File: src/rtl/rt_status_mbox_pkg.sv
// Shared definitions for the RT status mailbox: register offsets, exit record
// layout and the code forced by a watchdog expiry.
package rt_status_mbox_pkg;

    localparam logic [4:0] ExitOffs  = 5'h00;
    localparam logic [4:0] PutcOffs  = 5'h04;
    localparam logic [4:0] CycLoOffs = 5'h08;
    localparam logic [4:0] CycHiOffs = 5'h0C;
    localparam logic [4:0] WdogOffs  = 5'h10;

    localparam logic [30:0] WdogExitCode = 31'h7FFF_FFFF;

    typedef struct packed {
        logic        done;
        logic [30:0] code;
    } exit_reg_t;

endpackage

File: src/rtl/rt_status_char_fifo.sv
// 8-bit show-ahead FIFO for console bytes. Pointers carry one extra wrap bit
// so full and empty are distinguishable without a separate counter.
module rt_status_char_fifo #(
    parameter int Depth = 16
) (
    input  logic                     clk,
    input  logic                     rst,
    input  logic                     push,
    input  logic [7:0]               push_data,
    input  logic                     pop,
    output logic [7:0]               head,
    output logic                     full,
    output logic                     empty,
    output logic [$clog2(Depth):0]   level
);

    localparam int PtrW = $clog2(Depth);

    logic [7:0]    mem [Depth];
    logic [PtrW:0] wr_ptr;
    logic [PtrW:0] rd_ptr;
    logic          do_push;
    logic          do_pop;

    assign empty   = (wr_ptr == rd_ptr);
    assign full    = (wr_ptr[PtrW] != rd_ptr[PtrW]) &&
                     (wr_ptr[PtrW-1:0] == rd_ptr[PtrW-1:0]);
    assign level   = wr_ptr - rd_ptr;
    assign head    = mem[rd_ptr[PtrW-1:0]];

    // A pop in the same cycle frees the slot, so a push into a full FIFO is legal then.
    assign do_pop  = pop && !empty;
    assign do_push = push && (!full || do_pop);

    always_ff @(posedge clk) begin
        if (rst) begin
            wr_ptr <= '0;
            rd_ptr <= '0;
        end else begin
            if (do_push) wr_ptr <= wr_ptr + 1'b1;
            if (do_pop)  rd_ptr <= rd_ptr + 1'b1;
        end
    end

    // NOTE: the storage array is deliberately not reset; the pointers alone define which entries are valid.
    always_ff @(posedge clk) begin
        if (do_push) mem[wr_ptr[PtrW-1:0]] <= push_data;
    end

endmodule

File: src/rtl/rt_status_mbox.sv
// OBI status mailbox: exit code latch, console byte FIFO, 64-bit cycle counter
// with read-snapshot of the upper half, and a watchdog that forces a failing exit.
module rt_status_mbox
    import rt_status_mbox_pkg::*;
#(
    parameter int          FifoDepth    = 16,
    parameter logic [31:0] WdogResetVal = 32'd0
) (
    input  logic        clk_i,
    input  logic        rst_i,
    input  logic        obi_req_i,
    output logic        obi_gnt_o,
    input  logic [31:0] obi_addr_i,
    input  logic        obi_we_i,
    input  logic [3:0]  obi_be_i,
    input  logic [31:0] obi_wdata_i,
    output logic        obi_rvalid_o,
    output logic [31:0] obi_rdata_o,
    output logic        obi_err_o,
    output logic        char_valid_o,
    input  logic        char_ready_i,
    output logic [7:0]  char_data_o,
    output logic        eoc_o,
    output logic [30:0] exit_code_o,
    output logic        wdog_fired_o
);

    logic [4:0]  offs;
    logic        mapped;
    logic        push_req;
    logic        pop;
    logic        access;
    logic        wr;
    logic        exit_wr;
    logic        wdog_wr;
    logic        cyc_lo_rd;
    logic        wdog_expire;

    logic        fifo_full;
    logic        fifo_empty;
    logic [$clog2(FifoDepth):0] fifo_level;

    exit_reg_t   exit_reg;
    logic        fired;
    logic [31:0] wdog_cnt;
    logic [63:0] cycle_cnt;
    logic [31:0] cyc_hi_shadow;

    logic        rvalid;
    logic [31:0] rdata;
    logic        err;
    logic [31:0] rdata_next;
    logic        err_next;

    logic        unused_bits;
    assign unused_bits = ^{obi_addr_i[31:5], obi_addr_i[1:0], obi_be_i[3:1]};

    assign offs     = {obi_addr_i[4:2], 2'b00};
    assign mapped   = (offs <= WdogOffs);
    assign push_req = obi_req_i && obi_we_i && (offs == PutcOffs) && obi_be_i[0];
    assign pop      = char_valid_o && char_ready_i;

    // Only a byte push into a full FIFO with no simultaneous pop is stalled.
    assign obi_gnt_o = obi_req_i && !(push_req && fifo_full && !pop);
    assign access    = obi_req_i && obi_gnt_o;
    assign wr        = access && obi_we_i;
    assign exit_wr   = wr && (offs == ExitOffs);
    assign wdog_wr   = wr && (offs == WdogOffs);
    assign cyc_lo_rd = access && !obi_we_i && (offs == CycLoOffs);

    // A WDOG write on the expiry cycle reloads the counter instead of firing.
    assign wdog_expire = (wdog_cnt == 32'd1) && !exit_reg.done && !wdog_wr;

    rt_status_char_fifo #(
        .Depth (FifoDepth)
    ) u_char_fifo (
        .clk       (clk_i),
        .rst       (rst_i),
        .push      (push_req && obi_gnt_o),
        .push_data (obi_wdata_i[7:0]),
        .pop       (pop),
        .head      (char_data_o),
        .full      (fifo_full),
        .empty     (fifo_empty),
        .level     (fifo_level)
    );

    assign char_valid_o = !fifo_empty;

    // NOTE: every output of this block gets a default first, so no latch is inferred.
    always_comb begin
        rdata_next = '0;
        err_next   = 1'b0;
        if (!mapped) begin
            err_next = 1'b1;
        end else if (!obi_we_i) begin
            case (offs)
                ExitOffs:  rdata_next = exit_reg;
                PutcOffs:  rdata_next = 32'(fifo_level);
                CycLoOffs: rdata_next = cycle_cnt[31:0];
                CycHiOffs: rdata_next = cyc_hi_shadow;
                WdogOffs:  rdata_next = wdog_cnt;
                default:   rdata_next = '0;
            endcase
        end
    end

    // NOTE: sequential state uses non-blocking assignments so every register samples pre-edge values.
    always_ff @(posedge clk_i) begin
        if (rst_i) begin
            rvalid        <= 1'b0;
            rdata         <= '0;
            err           <= 1'b0;
            exit_reg      <= '0;
            fired         <= 1'b0;
            wdog_cnt      <= WdogResetVal;
            cycle_cnt     <= '0;
            cyc_hi_shadow <= '0;
        end else begin
            rvalid    <= access;
            rdata     <= access ? rdata_next : '0;
            err       <= access && err_next;
            cycle_cnt <= cycle_cnt + 64'd1;

            if (cyc_lo_rd) cyc_hi_shadow <= cycle_cnt[63:32];

            // A software exit on the expiry cycle wins and suppresses the watchdog.
            if (exit_wr && !exit_reg.done) begin
                exit_reg <= '{done: 1'b1, code: obi_wdata_i[30:0]};
            end else if (wdog_expire) begin
                exit_reg <= '{done: 1'b1, code: WdogExitCode};
                fired    <= 1'b1;
            end

            if (wdog_wr) begin
                wdog_cnt <= obi_wdata_i;
            end else if (wdog_cnt != 32'd0 && !exit_reg.done) begin
                wdog_cnt <= wdog_cnt - 32'd1;
            end
        end
    end

    assign obi_rvalid_o = rvalid;
    assign obi_rdata_o  = rdata;
    assign obi_err_o    = err;
    assign eoc_o        = exit_reg.done;
    assign exit_code_o  = exit_reg.code;
    assign wdog_fired_o = fired;

endmodule

File: config.mk
export PLATFORM = sky130hd
export DESIGN_NAME = rt_status_mbox
export DESIGN_NICKNAME = d
export VERILOG_FILES = /design/src/rtl/rt_status_mbox_pkg.sv /design/src/rtl/rt_status_char_fifo.sv /design/src/rtl/rt_status_mbox.sv
export SDC_FILE = /design/constraint.sdc
export NUM_CORES = 1
export LEC_CHECK = 0
export CAP_MARGIN = 0
export CORE_MARGIN = 2
export CORE_UTILIZATION = 45
export CTS_CLUSTER_DIAMETER = 80
export CTS_CLUSTER_SIZE = 40
export DETAILED_ROUTE_END_ITERATION = 8
export PLACE_DENSITY = 0.66
export SLEW_MARGIN = 30
export SYNTH_ARGS = -nofsm -noshare
export SYNTH_HDL_FRONTEND = slang
export SYNTH_HIERARCHICAL = 1
export SYNTH_SLANG_ARGS = --single-unit
export TNS_END_PERCENT = 5
File: constraint.sdc
create_clock -name clk_i -period 7.54 [get_ports clk_i]
set_clock_uncertainty 0.2 [all_clocks]
set_input_delay 1.508 -clock clk_i [delete_from_list [all_inputs] [get_ports clk_i]]
set_output_delay 1.508 -clock clk_i [all_outputs]
set_load 0.05 [all_outputs]
==> impl_metrics.ini <==
[run_status]
status = completed

[pwr]
switching_power_w = 0.00166
power_density_nw_per_um2 = 281
seqPwrFrac = 0.484
sw_frac_of_total = 0.360
combPwrFrac = 0.266
p_leak_nw = 5.14
ir_worst_vdd_mv = 0.169
p_int_w = 0.00296
clkPwrFrac = 0.250

[clock_tree]
cts_setup_buffers = 0
clockBufferDepth = 3
clkLatencyLatePin_ns = 0.54
cts-hold-fix-buffers = 0
path_clk_slew_ns = 0.12
cts_buffers = 16
cts.repair.resized = 0
cts_root_buf = clkbuf_16
cts_tree = built
clock_sinks = 337
h-tree-depth = 1

[sta]
fin_ws_ns = 2.05
drv_slew = 0
relSlewSlack = 0.340
timing.fmax_mhz = 182
setup_viol = 0
period_needed_ns = 5.49
fin_crit_sh = 0.729
rsz0062_at_grt = no
hold_viol_final = 0
worstMarginPinSlew_ns = 0.986
tns_ns = 0

[min_path]
holdPathStages = 2
hold_path_startpoint = cyc_hi_shadow[17]
hold_path.class = flip-flop to flip-flop
hold_end = cyc_hi_shadow[17]

[logic_synthesis]
synthTopCellsByCount = dfxtp_1 (209), edfxtp_1 (128), nand2_1 (120)
syn-num-nets = 1380
yosysUniqueCellTypes = 74
ys_seq_area_frac = 0.557
synth_edf_count = 128
synth_most_common_cell = dfxtp_1
yosysWarnings = 6
ys_ff_latch = 337
netlist_area_um2 = 14400
postSynthAreaPerCell_um2 = 11.1
synthesis.instances = 1294
synthTopCellsByArea = dfxtp_1 (29%), edfxtp_1 (27%), mux4_2 (5.0%)
synth.top_cell.area_share = 0.291
async_flop_share = 0
synth_top_cell_by_area = dfxtp_1
ys.flop_type = dfxtp_1

[worst_setup_path]
cp-start-kind = primary input
critical_path_class = primary input to output pin
cp_data_arrival_time_ns = 3.79
regToRegStartpoint = u_char_fifo/wr_ptr[2]
cp_max_fo = 10
rrSetupSlack_ns = 3.19
worstPathRequired_ns = 5.83
worst_setup_path_end_kind = output pin
worst-r2r-cell-count = 9
r2r-end = u_char_fifo/mem[8][3]

[cells_and_area]
n_antenna_cell = 0
syn_to_final_growth_pct = 14.5
layout-drive-gt1-share = 0.0984
n_fill_cell = 2757
nets = 1448

[global_route]
grt_pass1_vias = 9996
grt_start_max_net_pins = 87
grt_overflow = 0
grt_use_total = 0.226
grt_pass1_wl_mm = 58.9
antenna_found_initial = 0

[routing]
drcViolationCount = 0
vias_per_cell = 6.14
dr.first_iter.drc_count = 938
postRouteAntennaNets = 0
vias = 10900
wl_mm = 38.6
drt_pass1_iterations = 5
post_drt_wl_per_cell_um = 21.7

[place]
hpwl_mm = 26.7
dpl_worst_slack_ns = 2.01
portBuffers = 117
gp_congestion = 0.879

[die]
rows = 65
io_pins = 150
die_w_um = 183
die_area_um2 = 33500
initial_utilization = 0.456
core_area_um2 = 31600
fp.dieH_um = 183

[run]
cap_violations = 0
cells by family after synthesis:
logic type,count (synthesis),synth area share
flops,337,0.557
fa+ha+maj,13,0.0118
compound gates,326,0.158
mux,43,0.0577
xor+xnor,43,0.0267
simple gates,423,0.157
buf+inv,109,0.0314
sequential cells by signal, indices dropped and copies added (netlist names), named ones only:
signal              count
u_char_fifo/mem       128
exit_code_o            31
cyc_hi_shadow          32
obi_err_o               1
wdog_cnt               32
cycle_cnt              64
u_char_fifo/wr_ptr      5
obi_rvalid_o            1
obi_rdata_o            32
wdog_fired_o            1
u_char_fifo/rd_ptr      5
eoc_o                   1
power groups by stage:
stage / clock (W) / sequential [W] / combinational, W
floorplan: 0 / 0.00231 / 0.000820
global placement: 0 / 0.00227 / 0.00120
detailed placement: 0 / 0.00227 / 0.00122
CTS: 0.00118 / 0.00223 / 0.00122
global route: 0.00124 / 0.00225 / 0.00135
finish: 0.00116 / 0.00224 / 0.00123
stage by stage:
stage | util | cell area (um^2) | total power, W | instances | hold WS [ns]
floorplan | - | 14400 | 0.00313 | 1294 | 0.236
global placement | 0.502 | 15900 | 0.00347 | 1745 | 0.247
detailed placement | 0.503 | 15900 | 0.00349 | 1746 | 0.250
CTS | 0.522 | 16500 | 0.00463 | 1774 | 0.271
global route | 0.523 | 16500 | 0.00484 | 1774 | 0.293
finish | 0.523 | 16500 | 0.00463 | 1774 | 0.269
metal layers:
metal	track usage	vias to the layer above	part of all wire
met4	0.0570	0	0.024
met3	0.0318	48	0.066
met1	0.329	5408	0.44
met2	0.357	359	0.47
met5	0	-	0
li1	-	5071	-
area by class of cell:
type | count | area (um^2) | area share
clock inverter | 10 | 190 | 0.0115
multi-input combinational | 848 | 5940 | 0.360
tap | 402 | 503 | 0.0305
clock buffer | 18 | 429 | 0.0260
timing repair buffer | 134 | 1300 | 0.0788
sequential | 337 | 8030 | 0.487
inverter | 25 | 93.8 | 0.00569
critical path: stages:
cell             delay, ns
clkdlybuf4s50_1       0.69
nand4b_1              0.33
o41ai_1               0.46
inv_1                 0.09
clkdlybuf4s50_1       0.71
worst max-delay path by stage:
stage / from / end / slack (ns) / depth (start not counted)
finish: obi_addr_i[3] / obi_gnt_o / 2.05 / 5
global route: obi_addr_i[3] / obi_gnt_o / 1.90 / 5
CTS: obi_addr_i[3] / obi_gnt_o / 2.02 / 5
detailed placement: obi_addr_i[3] / obi_gnt_o / 2.01 / 5
global placement: obi_addr_i[3] / obi_gnt_o / 2.01 / 5
floorplan: obi_addr_i[3] / obi_gnt_o / 3.23 / 4
layout by cell type (no fill, tap or decap), drive strengths merged, types with 4 or more instances in the layout:
master         instances
a211oi                 5
a21oi                108
a221oi                 6
a22oi                 70
a311oi                10
a31oi                  6
and2                   7
and3                  16
and4                   9
buf                   18
clkbuf                18
clkdlybuf4s50        116
clkinv                 4
dfxtp                209
edfxtp               128
ha                    12
inv                   30
mux2i                 11
mux4                  32
nand2                121
nand2b                 4
nand3                 34
nand4                 32
nor2                  91
nor2b                  4
nor3                  20
nor4                  17
o211ai                 5
o21ai                 32
o221a                 31
o22ai                  4
o311ai                 7
o31ai                 24
or3                   29
or4                   26
xnor2                 15
xor2                  28
(Power assumes the default switching activity.)
